## src/rtl/fetch_unit_if.sv

```systemverilog
`default_nettype none
// ============================================================================
//  Module      : fetch_unit_if
//  Description : Bundle of the fetch front-end's buses: instruction-memory
//                request/response, decode-side FIFO head, redirect input and
//                the fault flag.
//                master : fetch_unit side (drives req_*, out_*, fault)
//                slave  : memory/decode/branch side
//  Revision    : 1.0 - initial release
// ============================================================================
interface fetch_unit_if #(
    parameter int XLEN = 32
) ();
    logic            req_valid;
    logic [XLEN-1:0] req_addr;
    logic            req_ready;
    logic            resp_valid;
    logic [31:0]     resp_instr;
    logic            out_valid;
    logic            out_ready;
    logic [XLEN-1:0] out_pc;
    logic [31:0]     out_instr;
    logic            redirect_valid;
    logic [XLEN-1:0] redirect_pc;
    logic            fault;

    modport master (
        output req_valid, req_addr, out_valid, out_pc, out_instr, fault,
        input  req_ready, resp_valid, resp_instr, out_ready,
               redirect_valid, redirect_pc
    );

    modport slave (
        input  req_valid, req_addr, out_valid, out_pc, out_instr, fault,
        output req_ready, resp_valid, resp_instr, out_ready,
               redirect_valid, redirect_pc
    );
endinterface
`default_nettype wire

```

## src/rtl/fetch_unit.sv

```systemverilog
`default_nettype none
// ============================================================================
//  Module      : fetch_unit
//  Description : RV32I instruction-fetch front end. A PC sequencer issues one
//                outstanding request at a time to instruction memory and
//                pushes returned words, tagged with their PC, into a
//                DEPTH-entry FIFO read by decode. Redirects flush the FIFO and
//                discard any in-flight response; a misaligned redirect halts
//                fetch and raises fault until an aligned redirect arrives.
//  Ports       : clk        - clock, all state on rising edge
//                reset_pc_n - synchronous active-low reset
//                bus        - fetch_unit_if.master (memory, decode, redirect)
//  Revision    : 1.0 - initial release
// ============================================================================
module fetch_unit #(
    parameter int              XLEN         = 32,
    parameter logic [XLEN-1:0] RESET_VECTOR = '0,
    parameter int              DEPTH        = 4
) (
    input  wire logic       clk,
    input  wire logic       reset_pc_n,
    fetch_unit_if.master    bus
);

    localparam int                c_PTR_W   = $clog2(DEPTH);
    localparam int                c_CNT_W   = c_PTR_W + 1;
    localparam logic [c_CNT_W-1:0] c_DEPTH  = c_CNT_W'(DEPTH);
    localparam logic [XLEN-1:0]   c_PC_STEP = XLEN'(4);

    typedef enum logic [1:0] {
        S_REQ   = 2'd0,
        S_WAIT  = 2'd1,
        S_DROP  = 2'd2,
        S_FAULT = 2'd3
    } state_t;

    state_t              r_state;
    state_t              w_state_nxt;
    logic [XLEN-1:0]     r_fetch_pc;
    logic [XLEN-1:0]     w_fetch_pc_nxt;
    logic [XLEN-1:0]     r_req_pc;      // PC of the outstanding request
    logic [XLEN-1:0]     r_fifo_pc    [DEPTH];
    logic [31:0]         r_fifo_instr [DEPTH];
    logic [c_PTR_W-1:0]  r_rd_ptr;
    logic [c_PTR_W-1:0]  r_wr_ptr;
    logic [c_CNT_W-1:0]  r_count;

    logic w_aligned;
    logic w_req_valid;
    logic w_issue;
    logic w_out_valid;
    logic w_pop;
    logic w_push;
    logic w_in_flight;

    assign w_aligned   = (bus.redirect_pc[1:0] == 2'b00);
    // Outputs are forced quiet while reset is asserted, even before the
    // registers have taken their reset values.
    assign w_req_valid = reset_pc_n && (r_state == S_REQ) &&
                         (r_count < c_DEPTH) && !bus.redirect_valid;
    assign w_issue     = w_req_valid && bus.req_ready;
    assign w_out_valid = reset_pc_n && (r_count != '0);
    assign w_pop       = w_out_valid && bus.out_ready;
    // A response landing in the redirect cycle belongs to the old stream.
    assign w_push      = reset_pc_n && (r_state == S_WAIT) &&
                         bus.resp_valid && !bus.redirect_valid;
    assign w_in_flight = (r_state == S_WAIT) || (r_state == S_DROP);

    // ------------------------------------------------------------------
    // Next-state / next-PC
    // ------------------------------------------------------------------
    always_comb begin
        w_state_nxt    = r_state;
        w_fetch_pc_nxt = r_fetch_pc;
        case (r_state)
            S_REQ: begin
                if (w_issue) begin
                    w_state_nxt    = S_WAIT;
                    w_fetch_pc_nxt = r_fetch_pc + c_PC_STEP;
                end
            end
            S_WAIT:  if (bus.resp_valid) w_state_nxt = S_REQ;
            S_DROP:  if (bus.resp_valid) w_state_nxt = S_REQ;
            S_FAULT: w_state_nxt = S_FAULT;
            default: w_state_nxt = S_REQ;
        endcase

        if (bus.redirect_valid) begin
            if (w_aligned) begin
                w_fetch_pc_nxt = bus.redirect_pc;
                // A response still owed by memory must be swallowed before
                // the new stream may issue.
                w_state_nxt = (w_in_flight && !bus.resp_valid) ? S_DROP : S_REQ;
            end else begin
                w_fetch_pc_nxt = r_fetch_pc;
                w_state_nxt    = S_FAULT;
            end
        end
    end

    // ------------------------------------------------------------------
    // Control registers
    // ------------------------------------------------------------------
    always_ff @(posedge clk) begin
        if (!reset_pc_n) begin
            r_state    <= S_REQ;
            r_fetch_pc <= RESET_VECTOR;
            r_req_pc   <= RESET_VECTOR;
            r_rd_ptr   <= '0;
            r_wr_ptr   <= '0;
            r_count    <= '0;
        end else begin
            r_state    <= w_state_nxt;
            r_fetch_pc <= w_fetch_pc_nxt;
            if (w_issue) r_req_pc <= r_fetch_pc;

            if (bus.redirect_valid) begin
                r_rd_ptr <= '0;
                r_wr_ptr <= '0;
                r_count  <= '0;
            end else begin
                if (w_push) r_wr_ptr <= r_wr_ptr + c_PTR_W'(1);
                if (w_pop)  r_rd_ptr <= r_rd_ptr + c_PTR_W'(1);
                case ({w_push, w_pop})
                    2'b10:   r_count <= r_count + c_CNT_W'(1);
                    2'b01:   r_count <= r_count - c_CNT_W'(1);
                    default: r_count <= r_count;
                endcase
            end
        end
    end

    // FIFO storage needs no reset: entries are only read once counted.
    always_ff @(posedge clk) begin
        if (w_push) begin
            r_fifo_pc[r_wr_ptr]    <= r_req_pc;
            r_fifo_instr[r_wr_ptr] <= bus.resp_instr;
        end
    end

    // ------------------------------------------------------------------
    // Outputs
    // ------------------------------------------------------------------
    assign bus.req_valid = w_req_valid;
    assign bus.req_addr  = reset_pc_n ? r_fetch_pc : RESET_VECTOR;
    assign bus.out_valid = w_out_valid;
    assign bus.out_pc    = r_fifo_pc[r_rd_ptr];
    assign bus.out_instr = r_fifo_instr[r_rd_ptr];
    assign bus.fault     = reset_pc_n && (r_state == S_FAULT);

endmodule
`default_nettype wire

```

## src/flat_wrapper.sv

```systemverilog
// flat-port wrapper written by rule: the top's interface ports become plain ports
module fetch_unit_flat 
#(
    parameter int              XLEN         = 32,
    parameter logic [XLEN-1:0] RESET_VECTOR = '0,
    parameter int              DEPTH        = 4
)
  (clk, reset_pc_n, bus_req_valid, bus_req_addr, bus_out_valid, bus_out_pc, bus_out_instr, bus_fault, bus_req_ready, bus_resp_valid, bus_resp_instr, bus_out_ready, bus_redirect_valid, bus_redirect_pc);
  fetch_unit_if #(.XLEN(XLEN)) bus_i ();
  input  wire logic clk;
  input  wire logic reset_pc_n;
  output wire logic [$bits(bus_i.req_valid)-1:0] bus_req_valid;
  output wire logic [$bits(bus_i.req_addr)-1:0] bus_req_addr;
  output wire logic [$bits(bus_i.out_valid)-1:0] bus_out_valid;
  output wire logic [$bits(bus_i.out_pc)-1:0] bus_out_pc;
  output wire logic [$bits(bus_i.out_instr)-1:0] bus_out_instr;
  output wire logic [$bits(bus_i.fault)-1:0] bus_fault;
  input wire logic [$bits(bus_i.req_ready)-1:0] bus_req_ready;
  input wire logic [$bits(bus_i.resp_valid)-1:0] bus_resp_valid;
  input wire logic [$bits(bus_i.resp_instr)-1:0] bus_resp_instr;
  input wire logic [$bits(bus_i.out_ready)-1:0] bus_out_ready;
  input wire logic [$bits(bus_i.redirect_valid)-1:0] bus_redirect_valid;
  input wire logic [$bits(bus_i.redirect_pc)-1:0] bus_redirect_pc;
  assign bus_req_valid = bus_i.req_valid;
  assign bus_req_addr = bus_i.req_addr;
  assign bus_out_valid = bus_i.out_valid;
  assign bus_out_pc = bus_i.out_pc;
  assign bus_out_instr = bus_i.out_instr;
  assign bus_fault = bus_i.fault;
  assign bus_i.req_ready = bus_req_ready;
  assign bus_i.resp_valid = bus_resp_valid;
  assign bus_i.resp_instr = bus_resp_instr;
  assign bus_i.out_ready = bus_out_ready;
  assign bus_i.redirect_valid = bus_redirect_valid;
  assign bus_i.redirect_pc = bus_redirect_pc;
  fetch_unit #(.XLEN(XLEN), .RESET_VECTOR(RESET_VECTOR), .DEPTH(DEPTH)) u_core (.clk(clk), .reset_pc_n(reset_pc_n), .bus(bus_i));
endmodule
```

## config.mk

```make
export PLATFORM = sky130hd
export DESIGN_NAME = fetch_unit_flat
export DESIGN_NICKNAME = d
export VERILOG_FILES = /design/src/rtl/fetch_unit_if.sv /design/src/rtl/fetch_unit.sv /design/src/flat_wrapper.sv
export SDC_FILE = /design/constraint.sdc
export NUM_CORES = 1
export LEC_CHECK = 0
export ABC_AREA = 1
export CAP_MARGIN = 30
export CORE_ASPECT_RATIO = 1.25
export CORE_MARGIN = 1.5
export CORE_UTILIZATION = 60
export CTS_CLUSTER_DIAMETER = 80
export CTS_CLUSTER_SIZE = 10
export DETAILED_ROUTE_END_ITERATION = 12
export GPL_TIMING_DRIVEN = 0
export PLACE_DENSITY = 0.86
export RECOVER_POWER = 100
export SKIP_LAST_GASP = 1
export SYNTH_ARGS = -nofsm -noshare
export SYNTH_HDL_FRONTEND = slang
export SYNTH_SLANG_ARGS = --single-unit
```

## constraint.sdc

```tcl
create_clock -name clk -period 9.3 [get_ports clk]
set_input_delay 1.86 -clock clk [delete_from_list [all_inputs] [get_ports clk]]
set_output_delay 1.86 -clock clk [all_outputs]
set_load 0.005 [all_outputs]
```

==> impl_results.md, run 1 <==
- Status: complete, but fails checks
- Violations in the final reports: max-capacitance violations, max-slew violations
- Async S/R FF share, synth: 0
- Syn. warnings: 0
- Clock root cell: clkbuf_16
- Hold Crit Class: flop to flop
- GRT overflow: 0
- PwrDens: around 180 nW/um2
- Max H-tree Level: 2
- Iter 0 DRT Violations: approximately 840
- Pins over their slew limit: around 230
- # IOs: approximately 170
- Cell variety after synth: 29
- Worst R2R Setup Slack: ~5.4 ns
- Post-layout nets: 1,620
- Cells after Synth: 1,323
- Cts bufs inserted: 39
- Slew headroom: -0.328
- Setup TNS: 0 ns
- Post-route ant nets: 0
- Clock transition at path regs: around 0.050 ns
- Via Count: around 11,000
- Die W: between 100 and 150 um
- FILL cells: between 1,000 and 1,500
- Placed Area: roughly 16,000 um2
- Clock skew: about 0.013 ns
- F_max: roughly 160 MHz
- Post-synthesis sequential area ratio: 0.673
- Vias in the first global route: 10,512
- Clock Path Buffers: 3
- GPL Wtd Cong: just over 0.9
- Finished Cell Area: approximately 17,000 um2
- Layout area overhead: 22.7%
- Syn nets: approximately 1,400
- Final Hold Viols: 0
- WP data arrival: about 4.6 ns
- Max_cap viols: 8
- Tot Pwr: 0.00309 W
- Detailed Route WL: approximately 35 mm
- Maximum number of pins on one net before global-route repair: 32
- CP required: 7.44 ns
- DIE HEIGHT: 172 um
- Adder-Cell Fraction of Synth Area: 0.0106
- Leakage: roughly 6 nW
- Grt met2 use: 0.530
- Reg area: 9190 um2
- Xor and xnor area share after synthesis: 0.000642
- Post-DP HPWL: around 23 mm
- Port Buffer Count: approximately 170
- Die footprint: ~24,000 um2
- Kind of critical path: primary input to output port
- Tmin final: ~6.4 ns
- Compound-cell area share of the yosys netlist: 0.103
- Crit-path max FO: 10
- Finish-stage setup viols: 0
- Antenna violations before repair: 2
- EDFF count, synth: approximately 260
- Mux cell area share after synthesis: 0.000733
- Vias per inst: a little under 6
- Fraction of layout cells with a size suffix above 1: 0.0412
- Max VDD drop: around 0.2 mV
- Layer with the highest usage: met2
- DRC Markers: 0
- Final period util: 0.689
- Avg Cell Area, Syn: 10.3 um2
- Grt met3 use: 0.0480
- Seq cells post-synth: between 300 and 400
- CTS resizes: 0
- RSZ-0062 raised after global routing: false
- Post-synthesis simple-gate area fraction: 0.166
- CTS tree: yes
- Core area: 22,300 um2
- Multi-input logic area: between 3000 and 4000 um2
- TritonRoute pass-1 iters: 5
- Worst setup SP type: primary input
- Top FF cell, synth: edfxtp_1
- Clock latency at the later pin of the worst-skew pair: just over 0.5 ns
- Worst setup EP type: output port
- CTS sink cnt: around 330
- GR met1 Demand/Resource: 0.343
- Least-Margin Pin Slew: 1.99 ns
- Row Count: approximately 60
- Largest family of logic cells by synthesized area: simple AND/OR/NAND/NOR gates
- Total track usage: 0.293
- Initial core utilization: 0.612
- Hold_buf cts: 0
- Routed wire length per instance: 18.9 um
- Synthesized cell area: roughly 14,000 um2
- Post-CTS Setup Inserts: 0
- First-pass GRT wire length: approximately 53 mm
[where the power goes]
part           switching, W  internal (W)
sequential        0.0000173       0.00160
combinational     0.0000799     0.0000616
clock              0.000533      0.000792
[Yosys cell counts, drive strengths merged, types with 2 or more instances]
master | count | share of area
nor2 | 232 | 0.067
a21oi | 49 | 0.018
clkinv | 2 | 0.00055
clkbuf | 62 | 0.017
buf | 8 | 0.0041
nand2 | 245 | 0.068
nand3 | 76 | 0.028
o22ai | 64 | 0.029
o21ai | 147 | 0.054
ha | 10 | 0.0092
inv | 85 | 0.023
nor3 | 2 | 0.0016
a22oi | 2 | 0.0011
dfxtp | 75 | 0.11
a31oi | 2 | 0.00092
edfxtp | 256 | 0.56
[cells in the final DEF, fill, tap and decap left out, types with 37 or more instances in the layout]
cell type and instances:
edfxtp_1 256, nand2_1 245, nor2_1 214, o21ai_0 147, dlygate4sd3_1 130, clkbuf_1 88, inv_1 84, nand3_1 76
dfxtp_1 75, o22ai_1 64, a21oi_1 49, clkbuf_16 41, clkdlybuf4s50_1 37
[critical path: stages]
cell	delay, ns
dlygate4sd3_1	0.67
nand2_1	0.16
nor3_1	0.66
clkbuf_1	0.50
dlygate4sd3_1	0.70
[layout make-up]
class                      count  share of cell area
buffer                        70              0.0162
multi-input combinational    835               0.228
inverter                      87              0.0195
tap                          283              0.0211
clock inverter                 1            0.000523
timing repair buffer         175               0.102
sequential                   331               0.549
antenna                        3            0.000448
clock buffer                  53              0.0640
[stage by stage]
| step | setup slack, ns | instances | utilization | hold slack (ns) |
|---|---|---|---|---|
| after floorplan | 3.89 | 1323 | - | 0.436 |
| after global placement | 1.20 | 1773 | 0.703 | 0.455 |
| after detailed placement | 3.24 | 1781 | 0.712 | 0.462 |
| after CTS | 3.21 | 1835 | 0.761 | 0.474 |
| after global routing | 2.81 | 1837 | 0.751 | 0.502 |
| final | 2.89 | 1838 | 0.751 | 0.477 |
[final timing paths]
| check | from | end | cells after the start |
|---|---|---|---|
| setup / recovery | reset_pc_n | bus_req_valid | 5 |
| hold / removal | u_core.r_rd_ptr[1]$_SDFFE_PP0P_ | u_core.r_rd_ptr[1]$_SDFFE_PP0P_ | 2 |
| setup reg to reg | u_core.r_state[0]$_SDFFE_PN0P_ | u_core.r_fifo_instr[3][9]$_DFFE_PP_ | 6 |
| hold reg to reg | u_core.r_rd_ptr[1]$_SDFFE_PP0P_ | u_core.r_rd_ptr[1]$_SDFFE_PP0P_ | 2 |
[metal layers]
layer	part of all wire	vias up
met2	0.52	594
li1	-	4978
met4	0.036	0
met3	0.091	93
met1	0.36	4945
met5	0	-
[kinds of logic (layout without fill, tap and decap cells)]
kind of cell | after synthesis | count (layout)
other | 0 | 3
buffers and inverters | 157 | 386
xor gates and xnor gates | 1 | 1
muxes | 1 | 1
DFF | 331 | 331
adders and majority gates | 11 | 11
AOI/OAI and AO/OA | 264 | 264
and+or+nand+nor | 558 | 558
[flip-flops by register name, summed over array words and instances, names as in the netlist, named ones only]
register	count
u_core.r_fifo_instr	128
u_core.r_rd_ptr	2
u_core.r_fifo_pc	128
u_core.r_state	2
u_core.r_wr_ptr	2
u_core.r_req_pc	32
u_core.r_count	3
u_core.r_fetch_pc	32
Note: power is estimated with default switching activity, not from simulation.
==> run 2, diff against run 1 <==
Settings changed: CORE_UTILIZATION 60 to 56, PLACE_DENSITY 0.86 to 0.81.
Clock period 9.3 ns to 6.1 ns, I/O delays scaled along.
==> run 2 against run 1 <==
  * The run still ends with max-capacitance violations, max-slew violations left
  * Core utilization down 4.5 points
  * Worst setup slack worse by 1.9 ns
  * Non-clock buffer count unchanged
  * Sequential power increased by 52%
  * Total power increased by 52%
  * Critical path type is now primary input to flop
  * Largest cell class unchanged
==> impl_results.md, run 2 (synthesis gave the netlist of run 1 again) <==
- Routed wire length per instance: 17.9 um (was 18.9 um)
- Placed Area: 15,900 um2 (about the same)
- Worst setup SP type: primary input (unchanged)
- Final worst slack: 0.995 ns (was 2.89 ns)
- Setup TNS: 0 ns (unchanged)
- DIE HEIGHT: 178 um (was 172 um)
- Die W: 143 um (was 138 um)
- Clock skew: 0.0125 ns (was 0.0133 ns)
- FILL cells: 1,742 (was 1,477)
- Kind of critical path: primary input to flop (was primary input to output port)
- CTS resizes: 0 (unchanged)
- Slew headroom: -0.375 (was -0.328)
- Worst Path Buf+Inv: 4 (was 3)
- Worst hold start: u_core.r_rd_ptr[0]$_SDFFE_PP0P_ (was u_core.r_rd_ptr[1]$_SDFFE_PP0P_)
- TritonRoute pass-1 iters: 5 (unchanged)
- Clock root cell: clkbuf_16 (unchanged)
- Layout area overhead: 23.3% (was 22.7%)
- Total track usage: 0.270 (was 0.293)
- Reg2reg start: u_core.r_state[0]$_SDFFE_PN0P_ (unchanged)
- Die footprint: 25,300 um2 (was 23,700 um2)
- Worst path slowest cell: nor2_1 (was dlygate4sd3_1)
- Max H-tree Level: 2 (unchanged)
- Initial core utilization: 0.573 (was 0.612)
- Clock Path Buffers: 3 (unchanged)
- Finish-stage setup viols: 0 (unchanged)
- Final period util: 0.837
- Maximum number of pins on one net before global-route repair: 29 (was 32)
- Max_cap viols: 8 (unchanged)
- F_max: 196 MHz
- Core area: 23,800 um2 (was 22,300 um2)
- Finished Cell Area: 16,800 um2 (was 16,700 um2)
- Place WS: 1.34 ns (was 3.24 ns)
- Most frequent cells in the layout: edfxtp_1, nand2_1, nor2_1 (unchanged)
- Clock latency at the later pin of the worst-skew pair: 0.52 ns (was 0.51 ns)
- Port Buffer Count: 167 (unchanged)
- DRC Markers: 0 (unchanged)
- Vias per inst: 5.48 (was 5.77)
- Worst R2R Setup Slack: 1.95 ns (was 5.35 ns)
- Post-route ant nets: 0 (unchanged)
- CTS tree: yes (unchanged)
- Violations in the final reports: max-capacitance violations, max-slew violations (unchanged)
- Cts bufs inserted: 39 (unchanged)
- Vias in the first global route: 10,167 (was 10,512)
- PwrDens: 279 nW/um2 (was 184 nW/um2)
- Crit-path max cell delay: 1.54 ns (was 0.70 ns)
- # IOs: 169 (unchanged)
- Row Count: 63 (was 61)
- Post-CTS Setup Inserts: 0 (unchanged)
- Clock transition at path regs: 0.05 ns (about the same)
- Worst setup EP type: flop (was output port)
- WP data arrival: 5.23 ns (was 4.55 ns)
- Top Registers: u_core.r_fifo_instr: 128 flops, u_core.r_fifo_pc: 128 flops (unchanged)
- Leakage: 5.88 nW (was 5.87 nW)
- RSZ-0062 raised after global routing: false (unchanged)
- Max VDD drop: 0.185 mV (was 0.205 mV)
- Crit-path max FO: 24 (was 10)
- Family with the most delay on the worst path: buffers and inverters (unchanged)
- Post-layout nets: 1,620 (unchanged)
- First-pass GRT wire length: 52.4 mm (was 53.0 mm)
- Pins over their slew limit: 148 (was 225)
- GPL Wtd Cong: 0.921 (was 0.915)
- Detailed Route WL: 33.7 mm (was 34.7 mm)
- Status: complete, but fails checks (unchanged)
- Fraction of layout cells with a size suffix above 1: 0.0432 (was 0.0412)
- Top cell by count, worst path: nand2_1 (was dlygate4sd3_1)
- Least-Margin Pin Slew: 2.06 ns (was 1.99 ns)
- Worst setup path start: reset_pc_n (unchanged)
- Most common cell after layout, fill and taps aside: edfxtp_1 (unchanged)
- Post-DP HPWL: 22.2 mm (was 22.7 mm)
- Hold_buf cts: 0 (unchanged)
- CP Cell Sequence: dlygate4sd3_1 > nand2_1 > inv_1 > nand2_1 > nor2_1 > buf_12 > clkbuf_1 (was dlygate4sd3_1 > nand2_1 > nor3_1 > clkbuf_1 > dlygate4sd3_1)
- Tmin final: around 5.1 ns
- Iter 0 DRT Violations: 690 (was 841)
- Final Hold Viols: 0 (unchanged)
- CTS sink cnt: 331 (unchanged)
- CP required: 6.23 ns (was 7.44 ns)
- Hold Crit Class: flop to flop (unchanged)
- GRT overflow: 0 (unchanged)
- Via Count: 10,306 (was 10,610)
- Antenna violations before repair: 0 (was 2)
==> run 2: per-stage QoR <==
step,power [W],hold slack (ns),instances,util
6_report,0.00470,0.478,1880,0.707
2_1_floorplan,0.00262,0.436,1323,-
5_1_grt,0.00483,0.500,1877,0.707
3_3_place_gp,0.00274,0.450,1815,0.661
4_1_cts,0.00473,0.478,1877,0.714
3_5_place_dp,0.00274,0.463,1823,0.669
==> run 2: tightest hold or removal path: cells and delay by family (launching register included) <==
kind,cells,cell delay [ns]
DFF,1,0.31
AOI/OAI and AO/OA,1,0.06
buffers and inverters,1,0.06
==> run 2: worst paths after layout <==
check / cells after the start / endpoint
min reg2reg: 2 / u_core.r_rd_ptr[0]$_SDFFE_PP0P_
max reg2reg: 7 / u_core.r_fifo_instr[1][1]$_DFFE_PP_
min: 2 / u_core.r_rd_ptr[0]$_SDFFE_PP0P_
max: 7 / u_core.r_fifo_instr[1][1]$_DFFE_PP_
==> run 2: metal layers <==
| layer | vias up | part of all wire | wire, um | global-route usage |
|---|---|---|---|---|
| met3 | 79 | 0.074 | 2480 | 0.0464 |
| met1 | 4806 | 0.38 | 12700 | 0.314 |
| met4 | 0 | 0.029 | 969 | 0.108 |
| met2 | 442 | 0.52 | 17500 | 0.491 |
| li1 | 4979 | - | - | - |
| met5 | - | 0 | 0 | 0 |
==> run 2: power by group <==
group / total [W] / internal, W / switching (W) / leakage (nW)
clock network: 0.00201 / 0.00119 / 0.000828 / 0.522
logic: 0.000215 / 0.0000948 / 0.000121 / 2.60
registers: 0.00247 / 0.00244 / 0.0000255 / 2.76
total: 0.00470 / 0.00372 / 0.000974 / 5.88
==> run 2: cell type report <==
type                    instances  area, um2  share of cell area
plain buffers                  70        272              0.0161
clock buffers                  51       1040              0.0619
multi-input cells             835       3820               0.227
well taps                     325        407              0.0242
diodes                          3       7.51            0.000446
flip-flops and latches        331       9190               0.546
inverters                      87        327              0.0194
repair buffers                175       1730               0.103
clock inverters                 3       33.8             0.00201
==> run 3, diff against run 2 <==
Clock period 6.1 ns to 4.9 ns, I/O delays scaled along.
==> run 3 against run 2 <==
  * The run still ends with max-capacitance violations, max-slew violations left
  * Register-to-register slack got worse by 0.66 ns
  * Non-clock buffer count unchanged
  * Sequential cell count did not move
  * Sequential power up 24%
  * Largest cell class unchanged
  * Combinational power grew 26%
  * Global-route usage did not move
  * Clock-buffer cell count did not move
  * First-iteration DRC count is 4.2% lower
  * Clock skew is 0.0015 ns higher
  * Clock power is 25% higher
  * Wire length rose by 0.33%
==> impl_results.md, run 3 (synthesis gave the netlist of run 1 again) <==
- R2R cell count: 6 (was 7)
- Antenna violations before repair: 0 (unchanged)
- Clock skew: 0.0140 ns (was 0.0125 ns)
- Worst reg2reg path endpoint: u_core.r_fifo_instr[2][5]$_DFFE_PP_ (was u_core.r_fifo_instr[1][1]$_DFFE_PP_)
- Row Count: 63 (unchanged)
- Worst setup EP type: output port (was flop)
- Most common cell after layout, fill and taps aside: edfxtp_1 (unchanged)
- Max H-tree Level: 2 (unchanged)
- Post-DP HPWL: 22.2 mm (unchanged)
- Leakage: 5.94 nW (was 5.88 nW)
- Finish-stage setup viols: 0 (unchanged)
- CTS resizes: 0 (unchanged)
- Pins over their slew limit: 76 (was 148)
- Clock Path Buffers: 3 (unchanged)
- Crit-path max FO: 10 (was 24)
- Clock root cell: clkbuf_16 (unchanged)
- Vias per inst: 5.47 (was 5.48)
- Final Hold Viols: 0 (unchanged)
- # IOs: 169 (unchanged)
- Total track usage: 0.270 (unchanged)
- Tot Pwr: 0.00585 W (was 0.00470 W)
- Port Buffer Count: 167 (unchanged)
- TritonRoute pass-1 iters: 5 (unchanged)
- CTS sink cnt: 331 (unchanged)
- Max VDD drop: 0.231 mV (was 0.185 mV)
- Hold Slack: 0.478 ns (about the same)
- Post-route ant nets: 0 (unchanged)
- Status: complete, but fails checks (unchanged)
- Max_cap viols: 4 (was 8)
- Reg2reg start: u_core.r_state[0]$_SDFFE_PN0P_ (unchanged)
- Clock transition at path regs: 0.05 ns (about the same)
- Core Util, Final: 0.709 (was 0.707)
- Post-route insts no fill: 1,881 (was 1,880)
- First-pass GRT wire length: 52.4 mm (unchanged)
- WP data arrival: 3.41 ns (was 5.23 ns)
- Maximum number of pins on one net before global-route repair: 29 (unchanged)
- Kind of critical path: primary input to output port (was primary input to flop)
- Placed insts: 1,823 (unchanged)
- CTS tree: yes (unchanged)
- PwrDens: 347 nW/um2 (was 279 nW/um2)
- Setup TNS: 0 ns (unchanged)
- Fraction of layout cells with a size suffix above 1: 0.0451 (was 0.0432)
- Vias in the first global route: 10,167 (unchanged)
- Worst hold start: u_core.r_rd_ptr[0]$_SDFFE_PP0P_ (unchanged)
- Worst setup SP type: primary input (unchanged)
- Die footprint: 25,300 um2 (unchanged)
- F_max: approximately 230 MHz
- DIE HEIGHT: 178 um (unchanged)
- Clock latency at the later pin of the worst-skew pair: 0.53 ns (was 0.52 ns)
- FILL cells: 1,733 (was 1,742)
- RSZ-0062 raised after global routing: false (unchanged)
- Hold Crit Class: flop to flop (unchanged)
- Violations in the final reports: max-capacitance violations, max-slew violations (unchanged)
- Top Registers: u_core.r_fifo_instr: 128 flops, u_core.r_fifo_pc: 128 flops (unchanged)
- GRT overflow: 0 (unchanged)
- Post-layout nets: 1,620 (unchanged)
- Post-CTS Setup Inserts: 0 (unchanged)
- DRC Markers: 0 (unchanged)
- Via Count: 10,280 (was 10,306)
- Slew headroom: -0.399 (was -0.375)
- Hold_buf cts: 0 (unchanged)
- Final period util: 0.895
- Initial core utilization: 0.573 (unchanged)
- Tmin final: between 4 and 5 ns
- Most frequent cells in the layout: edfxtp_1, nand2_1, nor2_1 (unchanged)
- Hold Path Stages: 2 (unchanged)
- Least-Margin Pin Slew: 2.09 ns (was 2.06 ns)
- GPL Wtd Cong: 0.921 (unchanged)
- Die W: 143 um (unchanged)
- Layout area overhead: 23.7% (was 23.3%)
- CP required: 3.92 ns (was 6.23 ns)
- Worst hold endpoint: u_core.r_rd_ptr[0]$_SDFFE_PP0P_ (unchanged)
- Worst R2R Setup Slack: 1.29 ns (was 1.95 ns)
- Routed wire length per instance: 18.0 um (was 17.9 um)
- Detailed Route WL: 33.8 mm (was 33.7 mm)
- Core area: 23,800 um2 (unchanged)
- Cts bufs inserted: 39 (unchanged)
- Iter 0 DRT Violations: 661 (was 690)
## run 3: cell count changes in the layout (fill, tap and decap cells not counted)
cell,delta
nor3_1,-1
dlymetal6s2s_1,+2
clkbuf_1,-4
clkbuf_2,+1
buf_16,+1
nor3_4,+1
diode_2,+1
## run 3: layout make-up
cell class / count / area [um2] / share of cell area
Clock buffer: 51 / 1040 / 0.0617
Buffer: 70 / 272 / 0.0161
Tap cell: 325 / 407 / 0.0241
Timing Repair Buffer: 175 / 1780 / 0.105
Antenna cell: 4 / 10.0 / 0.000593
Sequential cell: 331 / 9190 / 0.544
Multi-Input combinational cell: 835 / 3830 / 0.227
Clock inverter: 3 / 33.8 / 0.00200
Inverter: 87 / 327 / 0.0193
## run 3: routing by layer
layer / share of wire / global-route usage / up-vias / wire length [um]
li1: - / - / 4985 / -
met1: 0.38 / 0.314 / 4787 / 12900
met2: 0.52 / 0.491 / 439 / 17600
met3: 0.073 / 0.0464 / 69 / 2460
met4: 0.028 / 0.108 / 0 / 936
met5: 0 / 0 / - / 0
## run 3: where the power goes
group	switching (W)	leakage (nW)	internal (W)
sequential	0.0000318	2.76	0.00304
clock	0.00103	0.522	0.00148
combinational	0.000152	2.65	0.000119
total	0.00122	5.94	0.00464
## run 3: critical path, stage by stage
cell	delay, ns
dlygate4sd3_1	0.65
clkbuf_1	0.44
clkbuf_1	0.49
nand2_1	0.18
inv_1	0.09
dlygate4sd3_1	0.56
## run 3: worst max path at each step
stage	start	endpoint	slack, ns	depth (start not counted)
6_report	reset_pc_n	bus_req_addr[5]	0.51	6
3_5_place_dp	reset_pc_n	bus_req_addr[22]	0.62	6
5_1_grt	reset_pc_n	u_core.r_fifo_instr[2][15]$_DFFE_PP_	0.24	6
3_3_place_gp	reset_pc_n	u_core.r_fifo_instr[3][5]$_DFFE_PP_	-2.33	5
2_1_floorplan	bus_redirect_valid	u_core.r_fifo_instr[0][0]$_DFFE_PP_	0.37	5
4_1_cts	reset_pc_n	bus_req_addr[5]	0.60	6
## run 3: metrics by stage
step	cell area (um2)	worst slack (ns)
after floorplan	13600	0.370
after global placement	15700	-2.33
after detailed placement	15900	0.620
after CTS	17000	0.601
after global routing	16900	0.239
final	16900	0.514
